### config.mk
export PLATFORM = sky130hd
export DESIGN_NAME = lsu
export DESIGN_NICKNAME = d
export VERILOG_FILES = /design/src/rtl/def.sv /design/src/rtl/lsu_align.sv /design/src/rtl/lsu.sv
export SDC_FILE = /design/constraint.sdc
export NUM_CORES = 1
export LEC_CHECK = 0
export ABC_AREA = 0
export CAP_MARGIN = 20
export CELL_PAD_IN_SITES_DETAIL_PLACEMENT = 1
export CELL_PAD_IN_SITES_GLOBAL_PLACEMENT = 2
export CORE_ASPECT_RATIO = 1.75
export CORE_MARGIN = 4
export CORE_UTILIZATION = 25
export CTS_BUF_LIST = sky130_fd_sc_hd__clkbuf_2
export DETAILED_ROUTE_END_ITERATION = 8
export GPL_TIMING_DRIVEN = 0
export HOLD_SLACK_MARGIN = 0.06
export PLACE_DENSITY = 0.77
export REMOVE_ABC_BUFFERS = 1
export SYNTH_ARGS = -nofsm -noshare
export SYNTH_HDL_FRONTEND = slang
export SYNTH_SLANG_ARGS = --single-unit
### constraint.sdc
create_clock -name clk -period 1.89 [get_ports clk]
set_clock_uncertainty 0.2 [all_clocks]
set_input_delay 0.2835 -clock clk [delete_from_list [all_inputs] [get_ports clk]]
set_output_delay 0.2835 -clock clk [all_outputs]
set_load 0.01 [all_outputs]
### src/rtl/def.sv
// Memory funct3 encodings and access-legality helpers shared by the load/store path.
// Misalignment rules apply only when LSU_MISALIGN_TRAP_EN is defined.
package f3Mem;

  localparam logic [2:0] LB  = 3'b000;
  localparam logic [2:0] LH  = 3'b001;
  localparam logic [2:0] LW  = 3'b010;
  localparam logic [2:0] LBU = 3'b100;
  localparam logic [2:0] LHU = 3'b101;
  localparam logic [2:0] SB  = 3'b000;
  localparam logic [2:0] SH  = 3'b001;
  localparam logic [2:0] SW  = 3'b010;

  function automatic logic f3_illegal(
    input logic       st,
    input logic [2:0] f3
  );
    if (st)
      return !(f3 == SB || f3 == SH || f3 == SW);
    return (f3 == 3'b011) || (f3 == 3'b110) ||
           (f3 == 3'b111);
  endfunction

  function automatic logic misaligned(
    input logic [2:0] f3,
    input logic [1:0] off
  );
    if (f3[1:0] == 2'b01)
      return off[0];
    if (f3[1:0] == 2'b10)
      return |off;
    return 1'b0;
  endfunction

endpackage

### src/rtl/lsu_align.sv
// Byte-enable generation, store-data replication and load extraction.
// Purely combinational; misaligned halves/words are aligned down.
module lsu_align
  import f3Mem::*;
(
  input  logic [2:0]  i_f3,
  input  logic [1:0]  i_off,
  input  logic [31:0] i_wdata,
  input  logic [31:0] i_rdata,
  output logic [3:0]  o_be,
  output logic [31:0] o_wdata,
  output logic [31:0] o_rdata
);

  logic [1:0]  w_off;
  logic [31:0] w_sh;
  logic        w_byte;
  logic        w_half;
  logic        w_word;

  assign w_byte = (i_f3[1:0] == LB[1:0]);
  assign w_half = (i_f3[1:0] == LH[1:0]);
  assign w_word = (i_f3[1:0] == LW[1:0]);

  always_comb begin
    w_off   = 2'b00;
    o_be    = 4'b0000;
    o_wdata = i_wdata;
    unique case (1'b1)
      w_byte: begin
        w_off   = i_off;
        o_be    = 4'b0001 << i_off;
        o_wdata = {4{i_wdata[7:0]}};
      end
      w_half: begin
        w_off   = {i_off[1], 1'b0};
        o_be    = 4'b0011 << {i_off[1], 1'b0};
        o_wdata = {2{i_wdata[15:0]}};
      end
      w_word: o_be = 4'b1111;
      default: ;
    endcase
  end

  assign w_sh = i_rdata >> {w_off, 3'b000};

  always_comb begin
    o_rdata = w_sh;
    unique case (1'b1)
      w_byte: o_rdata = i_f3[2] ?
        {24'h0, w_sh[7:0]} :
        {{24{w_sh[7]}}, w_sh[7:0]};
      w_half: o_rdata = i_f3[2] ?
        {16'h0, w_sh[15:0]} :
        {{16{w_sh[15]}}, w_sh[15:0]};
      default: ;
    endcase
  end

endmodule

### src/rtl/lsu.sv
// Load/store unit: one bus transaction per access via req/gnt/rvalid.
// Define LSU_MISALIGN_TRAP_EN to fault misaligned halves/words.
module lsu
  import f3Mem::*;
(
  input  logic        clk,
  input  logic        rst_n,
  input  logic        in_valid,
  output logic        in_ready,
  input  logic        is_store,
  input  logic [2:0]  funct3,
  input  logic [31:0] addr,
  input  logic [31:0] wdata,
  output logic        out_valid,
  input  logic        out_ready,
  output logic [31:0] rdata,
  output logic        exc,
  output logic        bus_req,
  input  logic        bus_gnt,
  output logic        bus_we,
  output logic [3:0]  bus_be,
  output logic [31:0] bus_addr,
  output logic [31:0] bus_wdata,
  input  logic        bus_rvalid,
  input  logic [31:0] bus_rdata
);

  typedef enum logic [1:0] {
    IDLE, REQ, WAIT, DONE
  } state_t;

  state_t      r_state;
  state_t      w_next;
  logic        r_we;
  logic [2:0]  r_f3;
  logic [31:0] r_addr;
  logic [31:0] r_wdata;
  logic [31:0] r_rdata;
  logic        r_exc;
  logic        w_fault;
  logic        w_accept;
  logic [3:0]  w_be;
  logic [31:0] w_rep;
  logic [31:0] w_fmt;

`ifdef LSU_MISALIGN_TRAP_EN
  assign w_fault = f3_illegal(is_store, funct3) |
                   misaligned(funct3, addr[1:0]);
`else
  assign w_fault = f3_illegal(is_store, funct3);
`endif

  assign w_accept = (r_state == IDLE) && in_valid;

  lsu_align u_align (
    .i_f3    (r_f3),
    .i_off   (r_addr[1:0]),
    .i_wdata (r_wdata),
    .i_rdata (bus_rdata),
    .o_be    (w_be),
    .o_wdata (w_rep),
    .o_rdata (w_fmt)
  );

  always_ff @(posedge clk or negedge rst_n) begin
    if (!rst_n) r_state <= IDLE;
    else        r_state <= w_next;
  end

  always_comb begin
    w_next = r_state;
    unique case (r_state)
      IDLE: if (in_valid)
              w_next = w_fault ? DONE : REQ;
      REQ:  if (bus_gnt)    w_next = WAIT;
      WAIT: if (bus_rvalid) w_next = DONE;
      DONE: if (out_ready)  w_next = IDLE;
      default: w_next = IDLE;
    endcase
  end

  always_ff @(posedge clk or negedge rst_n) begin
    if (!rst_n) begin
      r_we    <= 1'b0;
      r_f3    <= 3'b000;
      r_addr  <= '0;
      r_wdata <= '0;
      r_rdata <= '0;
      r_exc   <= 1'b0;
    end else begin
      if (w_accept) begin
        r_we    <= is_store;
        r_f3    <= funct3;
        r_addr  <= addr;
        r_wdata <= wdata;
        r_exc   <= w_fault;
        r_rdata <= '0;
      end
      if (r_state == WAIT && bus_rvalid && !r_we)
        r_rdata <= w_fmt;
    end
  end

  // Bus outputs are driven only in REQ so they hold steady until grant.
  always_comb begin
    in_ready  = 1'b0;
    out_valid = 1'b0;
    rdata     = '0;
    exc       = 1'b0;
    bus_req   = 1'b0;
    bus_we    = 1'b0;
    bus_be    = 4'b0000;
    bus_addr  = '0;
    bus_wdata = '0;
    unique case (r_state)
      IDLE: in_ready = 1'b1;
      REQ: begin
        bus_req   = 1'b1;
        bus_we    = r_we;
        bus_be    = w_be;
        bus_addr  = {r_addr[31:2], 2'b00};
        bus_wdata = w_rep;
      end
      DONE: begin
        out_valid = 1'b1;
        exc       = r_exc;
        rdata     = r_rdata;
      end
      default: ;
    endcase
  end

endmodule

Word-level counts from Yosys, hierarchy flattened
Index checks and enable logic that the tools add are counted.
{ "totals": {"input_bits": 106, "output_inout_bits": 105, "regBits": 103, "word_cells": 64} }
{ "classes": {"shift": 3, "n_reduce_logical": 14, "mux": 26, "n_eq_ne": 14} }
{ "ops": {"columns": ["operator", "count"], "rows": [
  ["two-way mux 32 bit", 7],
  ["one-hot mux 32 bit (2 select lines)", 2],
  ["right shift 32 x 5 -> 32 bit", 1],
  ["one-hot mux 4 bit (3 select lines)", 1],
  ["two-way mux 2 bit", 5],
  ["two-way mux 1 bit", 8],
  ["inequality test 2 bit (second input constant)", 4],
  ["one-hot mux 2 bit (4 select lines)", 1],
  ["equality test 2 bit (second input constant)", 3],
  ["equality test 3 x 2 -> 1 bit (second input constant)", 2],
  ["equality test 3 bit (second input constant)", 2],
  ["equality test 2 x 1 -> 1 bit (second input constant)", 2],
  ["zero test 2 bit", 2],
  ["logical OR 1 bit", 4],
  ["two-way mux 4 bit", 1],
  ["one-hot mux 2 bit (2 select lines)", 1],
  ["AND reduction 4 bit", 1],
  ["<< shifter 1 x 2 -> 4 bit (first input constant)", 1],
  ["<< shifter 2 x 2 -> 4 bit (first input constant)", 1],
  ["equality test 3 x 1 -> 1 bit (second input constant)", 1],
  ["logical AND 1 bit", 3],
  ["zero test 3 bit", 1],
  ["zero test 1 bit", 2],
  ["nonzero test 2 bit", 1]
]} }

Depth between registers and ports, before layout
Gate-level depths: netlist of the first run.
{ "logic_depth": {"word_depth": 9, "mapped_depth": 7, "ltp_nobuf": 6} }

Hierarchy
A second synthesis of the first run with hierarchy kept.
{ "hier_totals": {"hier_cells": 571, "hier_area_um2": 5958.2} }
{ "by_module_without_submodules": {"columns": ["module", "n_inst", "seq_area_each_um2", "area_per_inst_um2", "cells_per_inst"], "rows": [
  ["lsu", 1, 2577.5, 4730.8, 421],
  ["lsu_align", 1, 0.0, 1227.4, 150]
]} }

Least setup slack after synthesis of the first run
OpenSTA, ideal clock, no wires.
{ "synth_path": {"path_type": "reg-to-reg", "from": "reg r_state[0]", "to": "reg r_addr[0]", "setup_slack_ps": -199, "synth_period_minus_slack_ps": 2089, "setup_ps": 125, "path_stages_with_launch": 7, "path_buffers": 2, "required_ps": 1565, "arrival_ps": 1764, "cell_sequence": "dfrtp_1 > inv_1 > ha_1 > nand2_1 > clkbuf_1 > clkbuf_1 > mux2_2"} }
{ "synth_via": {"elab_chain_cells": 2} }
{ "synth_lines": {"columns": ["item", "line_no", "rtl"], "rows": [
  ["from (decl)", "lsu.sv:32", "state_t r_state;"],
  ["from (signal assigned)", "lsu.sv:67", "else r_state <= w_next;"],
  ["zero test 2 bit", "lsu.sv:53", "assign w_accept = (r_state == IDLE) && in_valid;"],
  ["logical AND 1 bit", "lsu.sv:53", null],
  ["to (signal assigned)", "lsu.sv:94", "r_addr <= addr;"],
  ["to (decl)", "lsu.sv:36", "logic [31:0] r_addr;"]
]} }
No other way between the ends.
A chain may end at the register's enable or synchronous reset.

Worst setup path in the final report of the first run
{ "layout_path": {"from": "reg r_f3[0]", "to": "out bus_wdata[13]"} }
{ "layout_via": {"elab_chain_cells": 3, "word_cells_on_any_way": 4, "cone_classes": "eq/ne (1); mux (2); reduce/logical (1)"} }
{ "layout_lines": {"columns": ["item", "line_no", "rtl"], "rows": [
  ["from (decl)", "lsu.sv:35", "logic [2:0] r_f3;"],
  ["from (signal assigned)", "lsu.sv:93", "r_f3 <= funct3;"],
  ["equality test 2 x 1 -> 1 bit / zero test 2 bit (equally long branches)", "lsu_align.sv:22, lsu_align.sv:21", null],
  ["one-hot mux 32 bit (2 select lines) *", "lsu_align.sv:29", "unique case (1'b1)"],
  ["two-way mux 32 bit *", "lsu.sv:115", "unique case (r_state)"],
  ["to (decl)", "lsu.sv:23", "output logic [31:0] bus_wdata,"]
]} }
Every way passes the cells marked *; elsewhere a longest branch is shown, timed or not.

==> metrics.csv, run 1 <==
metric,value,unit
pin count of the biggest net entering global routing,58,
r2r endpoint,r_rdata[6],
clock power share,7.8,%
"FFs w/ async S/R, synth",100.0,%
Post-Synth XOR/XNOR Area,0,%
Worst Tran Pin Value,0.8663,ns
DR vias/cell,4.731,
die height,203.6,µm
syn_area_per_cell,10.82,µm²
DP Cell Count,970,
outcome,"complete, but fails checks",
vias after detailed routing,5441,
RD Place Congestion,0.7866,
initial core utilization,25.42,%
Top Ports,211,
RSZ-0062 raised after global routing,yes,
peak supply drop,767.9,µV
CTS tree,done,
failing checks,setup timing,
leakage,0.004840,µW
die width,119.8,µm
crit path to,bus_wdata[13],
sequential fraction of the synthesis area,47.16,%
Critical Path AT,2.00,ns
sequential cell area,0.002585,mm²
multiplexer share of the synthesized area,20.67,%
largest family of logic cells by synthesized area,multiplexers,
average wire per standard cell,22.05,µm
Final Total Pwr,15670,µW
ranking of synthesized cells by area,"dfrtp_1 (47%), mux2_2 (14%), and2_1 (8.2%), mux2i_1 (6.0%), a21oi_1 (3.1%)",
"slowest stage delay, CP",0.59,ns
WP buf/inv,3,
final setup violation count,206,
post-synthesis compound-gate area fraction,10.30,%
P_int,9579,µW
minimum clock period,2.481,ns
final hold viol count,0,
Setup CP Type,reg2out,
area share of fa/ha/maj cells after synthesis,0.9158,%
R2R depth,6,
Worst setup EP type,output port,
Clock Tree Root,clkbuf_2,
post-synth top area share,47.16,%
Port Buffers,208,
f_max,403.1,MHz
Final Non-Filler Cells,1150,
Yosys reg bits,103,
first-pass GRT wire length,36640,µm
initial antenna violation count,1,
Worst R2R Start,r_f3[0],
flop2flop setup slack,-0.57,ns
Slew HR,42.11,%
PD cells,1482,mW/mm²
CTS H-Tree Depth,3,
CTS max path bufs,2,
Residual DRC,0,
"Cell Chain, Critical Path",buf_12 -> nor2_4 -> buf_6 -> nand2_2 -> a21oi_2 -> buf_2,
"worst slack, placed",-1.549,ns
biggest area consumer among synthesized cells,dfrtp_1,
max-slew violations,0,
Total Wirelength,25360,µm
CP Max Fanout,5,
Die ar.,0.02438,mm²
top post-synthesis cells by count,"dfrtp_1 (103), and2_1 (72), mux2_2 (69)",
Seq pwr share,26.2,%
start point of the critical path,r_f3[0],
final worst setup slack,-0.5905,ns
Required @ worst endpoint,1.41,ns
Ys Warns,0,
starting DRC count in detailed routing,153,
sw power,6088,µW
Setup crit start kind,flop,
max cap viols,0,
share of cells above drive strength 1,49.47,%
number of global-route vias before repair,6199,
GRT Overall Usage,19.72,%
Worst-path clk slew,0.29,ns
"Clk Latency, worst-skew pair",0.65,ns
Filler cells,2245,
"EDFF count, synth",0,
# clock sinks,103,
CP max stage cell,dfrtp_4,
sw frac,38.86,%
core area,0.02150,mm²
antenna-violating nets left,0,
"Cell Area, Synth",0.005465,mm²
Crit path depth,6,
footprint of the multi-input gates,0.003239,mm²
worst min path class,in2reg,
combinational power share,66.0,%
hpwl dp,13920,µm
Netlist cell types,37,
critical path's top delay family,flip-flops,
post-synthesis instance total,505,
# nets final,962,
fraction of the mapped netlist area in simple logic gates,17.01,%
part of the cycle the worst path needs,131.2,%
top-count cell post-synth,dfrtp_1,
commonest register cell after synthesis,dfrtp_1,
"Area growth, synth to finish",93.38,%
Rows,71,
DRT Pass-1 Iters,4,
GRT overflow,0,
TritonCTS buffer count,9,
[kinds of logic (layout without fill, tap and decap cells)]
family / Yosys count / in the layout
fa+ha+maj: 4 / 4
simple gates: 173 / 175
mux: 103 / 103
compound gates: 73 / 73
buf+inv: 48 / 397
flops: 103 / 103
other cells: 1 / 3
[cells in the final DEF, fill, tap and decap left out, types with 5 or more instances in the layout]
| cell | n |
|---|---|
| clkdlybuf4s50_1 | 104 |
| buf_12 | 15 |
| buf_6 | 97 |
| a311o_1 | 16 |
| a311o_2 | 8 |
| clkbuf_2 | 11 |
| clkbuf_16 | 5 |
| a21oi_2 | 14 |
| nand2_2 | 12 |
| nor2_2 | 10 |
| a21oi_1 | 20 |
| nor2_4 | 6 |
| dlygate4sd3_1 | 82 |
| nand2_1 | 23 |
| buf_2 | 21 |
| buf_4 | 30 |
| mux2i_1 | 32 |
| and3_1 | 16 |
| a221oi_1 | 7 |
| buf_16 | 13 |
| dfrtp_1 | 99 |
| nor2_1 | 20 |
| and2_4 | 71 |
| mux2_4 | 19 |
| mux2_2 | 50 |
[power groups by stage]
| stage | Clock, µW | Combinational (µW) | Sequential (µW) |
|---|---|---|---|
| floorplan | 0 | 3480 | 3840 |
| global placement | 0 | 5880 | 4130 |
| detailed placement | 0 | 6270 | 4070 |
| CTS | 1290 | 8930 | 4000 |
| global route | 1390 | 11000 | 4230 |
| finish | 1230 | 10300 | 4100 |
[through the flow]
stage                     setup TNS (ns)  util, %  area (µm²)  hold WS, ns
after floorplan                  -159.01        -        5284      -0.2121
after global placement           -790.94    35.96        7731       0.2817
after detailed placement         -137.41    36.54        7855       0.1717
after CTS                         -77.20    45.96        9881      0.06243
after global routing              -88.28    49.16       10570      0.06585
final                             -69.13    49.16       10570       0.1601
[layout make-up]
class	instances	share of cell area, %
multi-input cells	357	30.65
repair buffers	372	39.36
well taps	292	3.457
clock inverters	5	0.6866
diodes	1	0.02368
clock buffers	11	0.5209
repair inverters	2	0.2960
inverters	7	0.5446
flip-flops and latches	103	24.46
[flip-flops by register name (all words and copies together), names as in the netlist]
signal / flops
r_rdata: 32
r_exc: 1
r_f3: 3
r_state: 2
r_wdata: 32
r_we: 1
r_addr: 32
[how the worst min path moves through the flow]
stage                        from           to  slack, ns  cells past startpoint
finish               bus_rdata[9]   r_rdata[1]       0.16                      3
global route        bus_rdata[18]  r_rdata[18]       0.07                      2
CTS                 bus_rdata[27]  r_rdata[27]       0.06                      2
detailed placement          rst_n  r_wdata[15]       0.17                      1
global placement       r_addr[11]   r_addr[11]       0.28                      1
floorplan                   rst_n    r_addr[0]      -0.21                      0
[worst register-to-register path, delay by kind of cell (launching register included)]
family                 cells  cell delay [ns]
DFF                        1             0.59
muxes                      1             0.28
buffers and inverters      2             0.31
and+or+nand+nor            2             0.61
AOI/OAI and AO/OA          1             0.34
[metal layers]
layer | part of all wire [%] | wire [µm] | track usage (%) | vias to the layer above
met5 | 0 | 0 | 0 | -
met4 | 2.8 | 702 | 6.309 | 0
met3 | 4.8 | 1229 | 4.495 | 30
met2 | 57 | 14530 | 39.04 | 175
met1 | 35 | 8899 | 20.00 | 2770
li1 | - | - | - | 2466
[what timing repair did]
action,4_1_cts,5_1_grt
setup buffers,47,18
hold endpoints to repair,179,0
gates cloned,17,7
pin swaps,14,27
resized for setup,599,140
setup endpoints to repair,206,190
hold buffers,82,0
Power figures use the tool's default switching activity.
==> inputs of run 2 (changes only) <==
--- a/config.mk
+++ b/config.mk
@@ -11,12 +11,12 @@
 export CELL_PAD_IN_SITES_GLOBAL_PLACEMENT = 2
 export CORE_ASPECT_RATIO = 1.75
 export CORE_MARGIN = 4
-export CORE_UTILIZATION = 25
+export CORE_UTILIZATION = 27
 export CTS_BUF_LIST = sky130_fd_sc_hd__clkbuf_2
 export DETAILED_ROUTE_END_ITERATION = 8
 export GPL_TIMING_DRIVEN = 0
 export HOLD_SLACK_MARGIN = 0.06
-export PLACE_DENSITY = 0.77
+export PLACE_DENSITY = 0.79
 export REMOVE_ABC_BUFFERS = 1
 export SYNTH_ARGS = -nofsm -noshare
 export SYNTH_HDL_FRONTEND = slang
==> constraint.sdc (replaced) <==
create_clock -name clk -period 2.33 [get_ports clk]
set_clock_uncertainty 0.2 [all_clocks]
set_input_delay 0.3495 -clock clk [delete_from_list [all_inputs] [get_ports clk]]
set_output_delay 0.3495 -clock clk [all_outputs]
set_load 0.01 [all_outputs]
==> run 2 against run 1 <==
Compared with the run above: the run still ends with setup timing left; sequential share of layout area up 3.6 points; first-iteration DRC count shrank 1.3%; worst hold slack got worse by 0.035 ns; via count shrank 7.1%; count of clock-buffer cells in the layout decreased by 2; critical endpoint is now rdata[10]; largest power group unchanged.
==> metrics.csv, run 2 (same netlist as run 1, synthesis figures left out) <==
metric,value,unit
outcome,"complete, but fails checks",
failing checks,setup timing,
RD Place Congestion,0.7701,
CTS max path bufs,2,
hpwl dp,14110,µm
starting DRC count in detailed routing,151,
minimum clock period,2.535,ns
Port Buffers,208,
Worst Tran Pin Value,0.6032,ns
die width,115.6,µm
worst min path class,in2reg,
sequential cell area,0.002587,mm²
die height,196.2,µm
DR vias/cell,4.943,
Rows,68,
Top Ports,211,
CP Max Fanout,6,
Worst-path clk slew,0.29,ns
final worst setup slack,-0.2045,ns
GRT Overall Usage,18.65,%
Required @ worst endpoint,1.78,ns
CTS H-Tree Depth,3,
Setup crit start kind,flop,
"Clk Latency, worst-skew pair",0.61,ns
# clock sinks,103,
worst hold path endpoint,r_addr[10],
Total Wirelength,21830,µm
initial core utilization,27.57,%
DRT Pass-1 Iters,4,
TritonCTS buffer count,9,
PD cells,1231,mW/mm²
RSZ-0062 raised after global routing,yes,
r2r endpoint,r_rdata[8],
# nets final,881,
number of global-route vias before repair,5779,
pin count of the biggest net entering global routing,58,
first-pass GRT wire length,32510,µm
max-slew violations,0,
Min-Delay Startpoint,addr[10],
Setup CP Type,reg2out,
"Area growth, synth to finish",68.91,%
max cap viols,0,
Die ar.,0.02267,mm²
part of the cycle the worst path needs,108.8,%
DP Cell Count,924,
"worst slack, placed",-1.061,ns
vias after detailed routing,5052,
Worst setup EP type,output port,
largest registers,"r_addr (32), r_rdata (32), r_wdata (32)",
Clock Tree Root,clkbuf_2,
antenna-violating nets left,0,
Critical Path AT,1.99,ns
flop2flop setup slack,-0.09,ns
most frequent cells in the layout,"clkdlybuf4s50_1 (104), dfrtp_1 (99), buf_6 (80)",
CTS tree,done,
average wire per standard cell,21.36,µm
initial antenna violation count,1,
GRT overflow,0,
Filler cells,2139,
R2R depth,7,
Worst R2R Start,r_f3[0],
Final Non-Filler Cells,1022,
core area,0.01982,mm²
Residual DRC,0,
final setup violation count,110,
final hold viol count,0,
f_max,394.6,MHz
share of cells above drive strength 1,48.20,%
Slew HR,59.61,%
footprint of the multi-input gates,0.003048,mm²
Final Total Pwr,11360,µW
peak supply drop,505.2,µV
leakage,0.004258,µW
Hold Crit Depth,2,
"most common cell after layout, fill and taps aside",clkdlybuf4s50_1,
[run 2: cell count changes in the layout (fill, tap and decap cells not counted), moves of 9 or more]
cell | before | now
dlygate4sd3_1 | 82 | 24
mux2_4 | 19 | 0
buf_16 | 13 | 3
buf_6 | 97 | 80
buf_2 | 21 | 32
mux2_2 | 50 | 69
nor2_1 | 20 | 29
[run 2: final cells by class]
class                   instances  area share [%]
diodes                          1         0.02711
clock buffers                   9          0.4879
clock inverters                 7          0.9488
inverters                       7          0.4202
multi-input cells             356           33.02
flip-flops and latches        103           28.03
well taps                     245           3.321
repair buffers                294           33.75
[run 2: how the worst max path moves through the flow]
stage                          start            end  slack (ns)  cells past startpoint
after floorplan           r_state[0]    r_rdata[16]       -1.18                      5
after global placement         rst_n     r_addr[10]       -3.51                      1
after detailed placement     r_f3[1]     r_rdata[4]       -1.06                      5
after CTS                 r_state[1]   bus_wdata[1]       -0.36                      7
after global routing         r_f3[0]  bus_wdata[28]       -0.36                      6
final                     r_state[0]      rdata[10]       -0.20                      6
[run 2: per-stage QoR]
step           hold slack (ns)  cell area [µm²]  utilization (%)  TNS (ns)
2_1_floorplan          -0.1461             5284                -   -106.83
3_3_place_gp            0.2809             7672            38.70   -665.02
3_5_place_dp            0.2344             7824            39.47    -49.74
4_1_cts                0.06010             8463            42.69    -22.08
5_1_grt                0.05061             9231            46.57    -26.60
6_report                0.1253             9231            46.57    -12.74
[run 2: what timing repair did]
action                                 CTS  global route
cloned                                   3             3
pin swaps                               21            21
hold buffers                            22             3
gates resized for setup                464           199
endpoints found under the hold margin  122             3
setup endpoints to repair              189           147
buffers inserted                        36            19
[run 2: routing by layer]
metal | global-route usage (%) | routed length, µm | up-vias
met5 | 0 | 0 | -
met4 | 7.137 | 643 | 0
met3 | 4.383 | 1161 | 35
met2 | 34.73 | 12300 | 166
met1 | 19.81 | 7730 | 2559
li1 | - | - | 2292
[run 2: power breakdown]
part	internal (µW)	switching, µW
combinational	4000	3080
clock	345	649
sequential	2630	652
[run 2: critical path, cell delays in order, from the launching register on]
cell,delay [ns]
dfrtp_2,0.51
buf_6,0.14
ha_4,0.18
buf_8,0.14
clkbuf_16,0.16
and2_4,0.13
buf_2,0.13
==> inputs of run 3 (changes only) <==
--- a/config.mk
+++ b/config.mk
@@ -5,18 +5,18 @@
 export SDC_FILE = /design/constraint.sdc
 export NUM_CORES = 1
 export LEC_CHECK = 0
-export ABC_AREA = 0
+export ABC_AREA = 1
 export CAP_MARGIN = 20
 export CELL_PAD_IN_SITES_DETAIL_PLACEMENT = 1
 export CELL_PAD_IN_SITES_GLOBAL_PLACEMENT = 2
 export CORE_ASPECT_RATIO = 1.75
 export CORE_MARGIN = 4
-export CORE_UTILIZATION = 27
+export CORE_UTILIZATION = 24
 export CTS_BUF_LIST = sky130_fd_sc_hd__clkbuf_2
 export DETAILED_ROUTE_END_ITERATION = 8
 export GPL_TIMING_DRIVEN = 0
 export HOLD_SLACK_MARGIN = 0.06
-export PLACE_DENSITY = 0.79
+export PLACE_DENSITY = 0.81
 export REMOVE_ABC_BUFFERS = 1
 export SYNTH_ARGS = -nofsm -noshare
 export SYNTH_HDL_FRONTEND = slang
==> run 3 against run 2 <==
Compared with the run above: the flow still finishes with violations (setup timing); first-iteration DRC count is 81% higher; sequential share of layout area is 3.8 points lower; flip-flop and latch count stayed put; worst hold slack better by 0.015 ns; register-to-register slack better by 0.06 ns; cell count is 48% higher; clock power is 7.0% lower; setup slack worse by 0.18 ns; critical path depth is 2 higher; total power is 17% higher; synthesized cell count is 68% higher; die area is 16% higher; largest power group unchanged.
==> metrics.csv, run 3 <==
metric,value,unit
outcome,"complete, but fails checks",
failing checks,setup timing,
final worst setup slack,-0.3796,ns
"Area growth, synth to finish",87.19,%
TritonCTS buffer count,9,
CTS max path bufs,2,
DRT Pass-1 Iters,4,
worst min path class,in2reg,
ranking of synthesized cells by area,"dfrtp_1 (45%), nand2_1 (27%), inv_1 (7.5%), o21ai_0 (5.5%), nor2_1 (3.4%)",
Critical Path AT,2.16,ns
Worst setup EP type,output port,
die height,211.6,µm
final setup violation count,107,
first-pass GRT wire length,41660,µm
RD Place Congestion,0.7528,
Setup crit start kind,flop,
"EDFF count, synth",0,
sequential fraction of the synthesis area,45.33,%
part of the cycle the worst path needs,116.3,%
worst hold path endpoint,r_f3[0],
"Clk Latency, worst-skew pair",0.64,ns
DR vias/cell,4.429,
initial antenna violation count,1,
Min Hold Slack,0.1405,ns
CTS tree,done,
vias after detailed routing,6719,
hpwl dp,15170,µm
f_max,369.1,MHz
post-synthesis instance total,849,
GRT Overall Usage,20.26,%
Total Wirelength,27670,µm
Slew HR,64.86,%
CTS H-Tree Depth,3,
commonest register cell after synthesis,dfrtp_1,
share of cells above drive strength 1,32.18,%
Min-Delay Startpoint,funct3[0],
r2r endpoint,r_rdata[23],
Final Non-Filler Cells,1517,
R2R depth,13,
GRT overflow,0,
Rows,74,
leakage,0.005918,µW
top-count cell post-synth,nand2_1,
final hold viol count,0,
core area,0.02333,mm²
antenna-violating nets left,0,
"FFs w/ async S/R, synth",100.0,%
Worst R2R Start,r_f3[1],
Die ar.,0.02631,mm²
initial core utilization,24.37,%
Netlist cell types,26,
Hold Crit Depth,3,
Ys Warns,0,
# nets final,1317,
top post-synthesis cells by count,"nand2_1 (414), inv_1 (113), dfrtp_1 (103)",
starting DRC count in detailed routing,273,
max cap viols,0,
"most common cell after layout, fill and taps aside",nand2_1,
post-synth top area share,45.33,%
DP Cell Count,1320,
footprint of the multi-input gates,0.003094,mm²
# clock sinks,103,
PD cells,1248,mW/mm²
RSZ-0062 raised after global routing,yes,
Port Buffers,208,
Top Ports,211,
Filler cells,2849,
Worst-path clk slew,0.29,ns
pin count of the biggest net entering global routing,84,
number of global-route vias before repair,7243,
Required @ worst endpoint,1.78,ns
largest registers,"r_addr (32), r_rdata (32), r_wdata (32)",
Setup CP Type,reg2out,
Residual DRC,0,
CP Max Fanout,4,
Final Total Pwr,13280,µW
Clock Tree Root,clkbuf_2,
biggest area consumer among synthesized cells,dfrtp_1,
minimum clock period,2.710,ns
"Cell Area, Synth",0.005685,mm²
Yosys reg bits,103,
most frequent cells in the layout,"nand2_1 (346), clkdlybuf4s50_1 (104), dfrtp_1 (100)",
sequential cell area,0.002584,mm²
max-slew violations,0,
peak supply drop,565.4,µV
die width,124.3,µm
Worst Tran Pin Value,0.5265,ns
flop2flop setup slack,-0.03,ns
syn_area_per_cell,6.697,µm²
average wire per standard cell,18.24,µm
-- run 3: area by class of cell --
class | count | share of cell area [%]
clock buffer | 12 | 0.5643
sequential | 103 | 24.28
inverter | 115 | 4.714
antenna | 1 | 0.02351
clock inverter | 4 | 0.4350
timing repair buffer | 383 | 36.99
tap | 304 | 3.574
timing repair inverter | 3 | 0.3527
multi-input combinational | 592 | 29.07
-- run 3: how the worst max path moves through the flow --
stage	from	endpoint	slack, ns
final	r_f3[1]	bus_be[3]	-0.38
after global placement	in_valid	r_rdata[17]	-5.92
after CTS	r_f3[1]	bus_wdata[13]	-0.44
after floorplan	r_state[0]	r_rdata[0]	-2.27
after global routing	r_f3[1]	bus_be[3]	-0.51
after detailed placement	r_f3[1]	bus_be[3]	-1.86
-- run 3: layer usage --
metal | vias to the layer above | track usage [%] | wire length [µm]
met4 | 0 | 7.832 | 639
met2 | 164 | 39.61 | 15990
met5 | - | 0 | 0
met3 | 29 | 3.307 | 1007
li1 | 3263 | - | -
met1 | 3263 | 21.44 | 10040
-- run 3: report_power, final --
part | total (µW) | internal, µW | switching (µW)
registers | 3400 | 2610 | 795
logic | 8950 | 4220 | 4730
clock network | 924 | 255 | 669
total | 13300 | 7080 | 6200
-- run 3: critical path, stage by stage (launching register included) --
cell	delay [ns]
dfrtp_4	0.60
nor2_4	0.14
buf_4	0.13
buf_6	0.11
nand2_8	0.07
clkinvlp_4	0.11
a21oi_1	0.07
nor2_1	0.12
buf_2	0.16
-- run 3: metrics by stage --
step	TNS, ns	area, µm²	util [%]	worst slack [ns]
after floorplan	-152.21	5466	-	-2.274
after global placement	-949.53	7929	33.98	-5.921
after detailed placement	-107.54	8045	34.48	-1.863
after CTS	-28.49	10020	42.95	-0.4448
after global routing	-34.28	10640	45.61	-0.5137
final	-20.31	10640	45.61	-0.3796
-- run 3: repair_timing --
item,in CTS,in global routing
pin swaps,20,24
hold buffers,70,0
buffers inserted,72,26
setup endpoints to repair,200,172
endpoints found under the hold margin,170,0
gates cloned,13,4
gates resized for setup,636,104
-- run 3: cell families (layout without fill, tap and decap cells) --
family | after synthesis | count (layout) | synth area share (%)
buf+inv | 161 | 517 | 11.60
compound gates | 97 | 97 | 8.825
fa+ha+maj | 4 | 4 | 0.8803
flops | 103 | 103 | 45.33
simple gates | 483 | 489 | 33.30
other cells | 1 | 3 | 0.06596
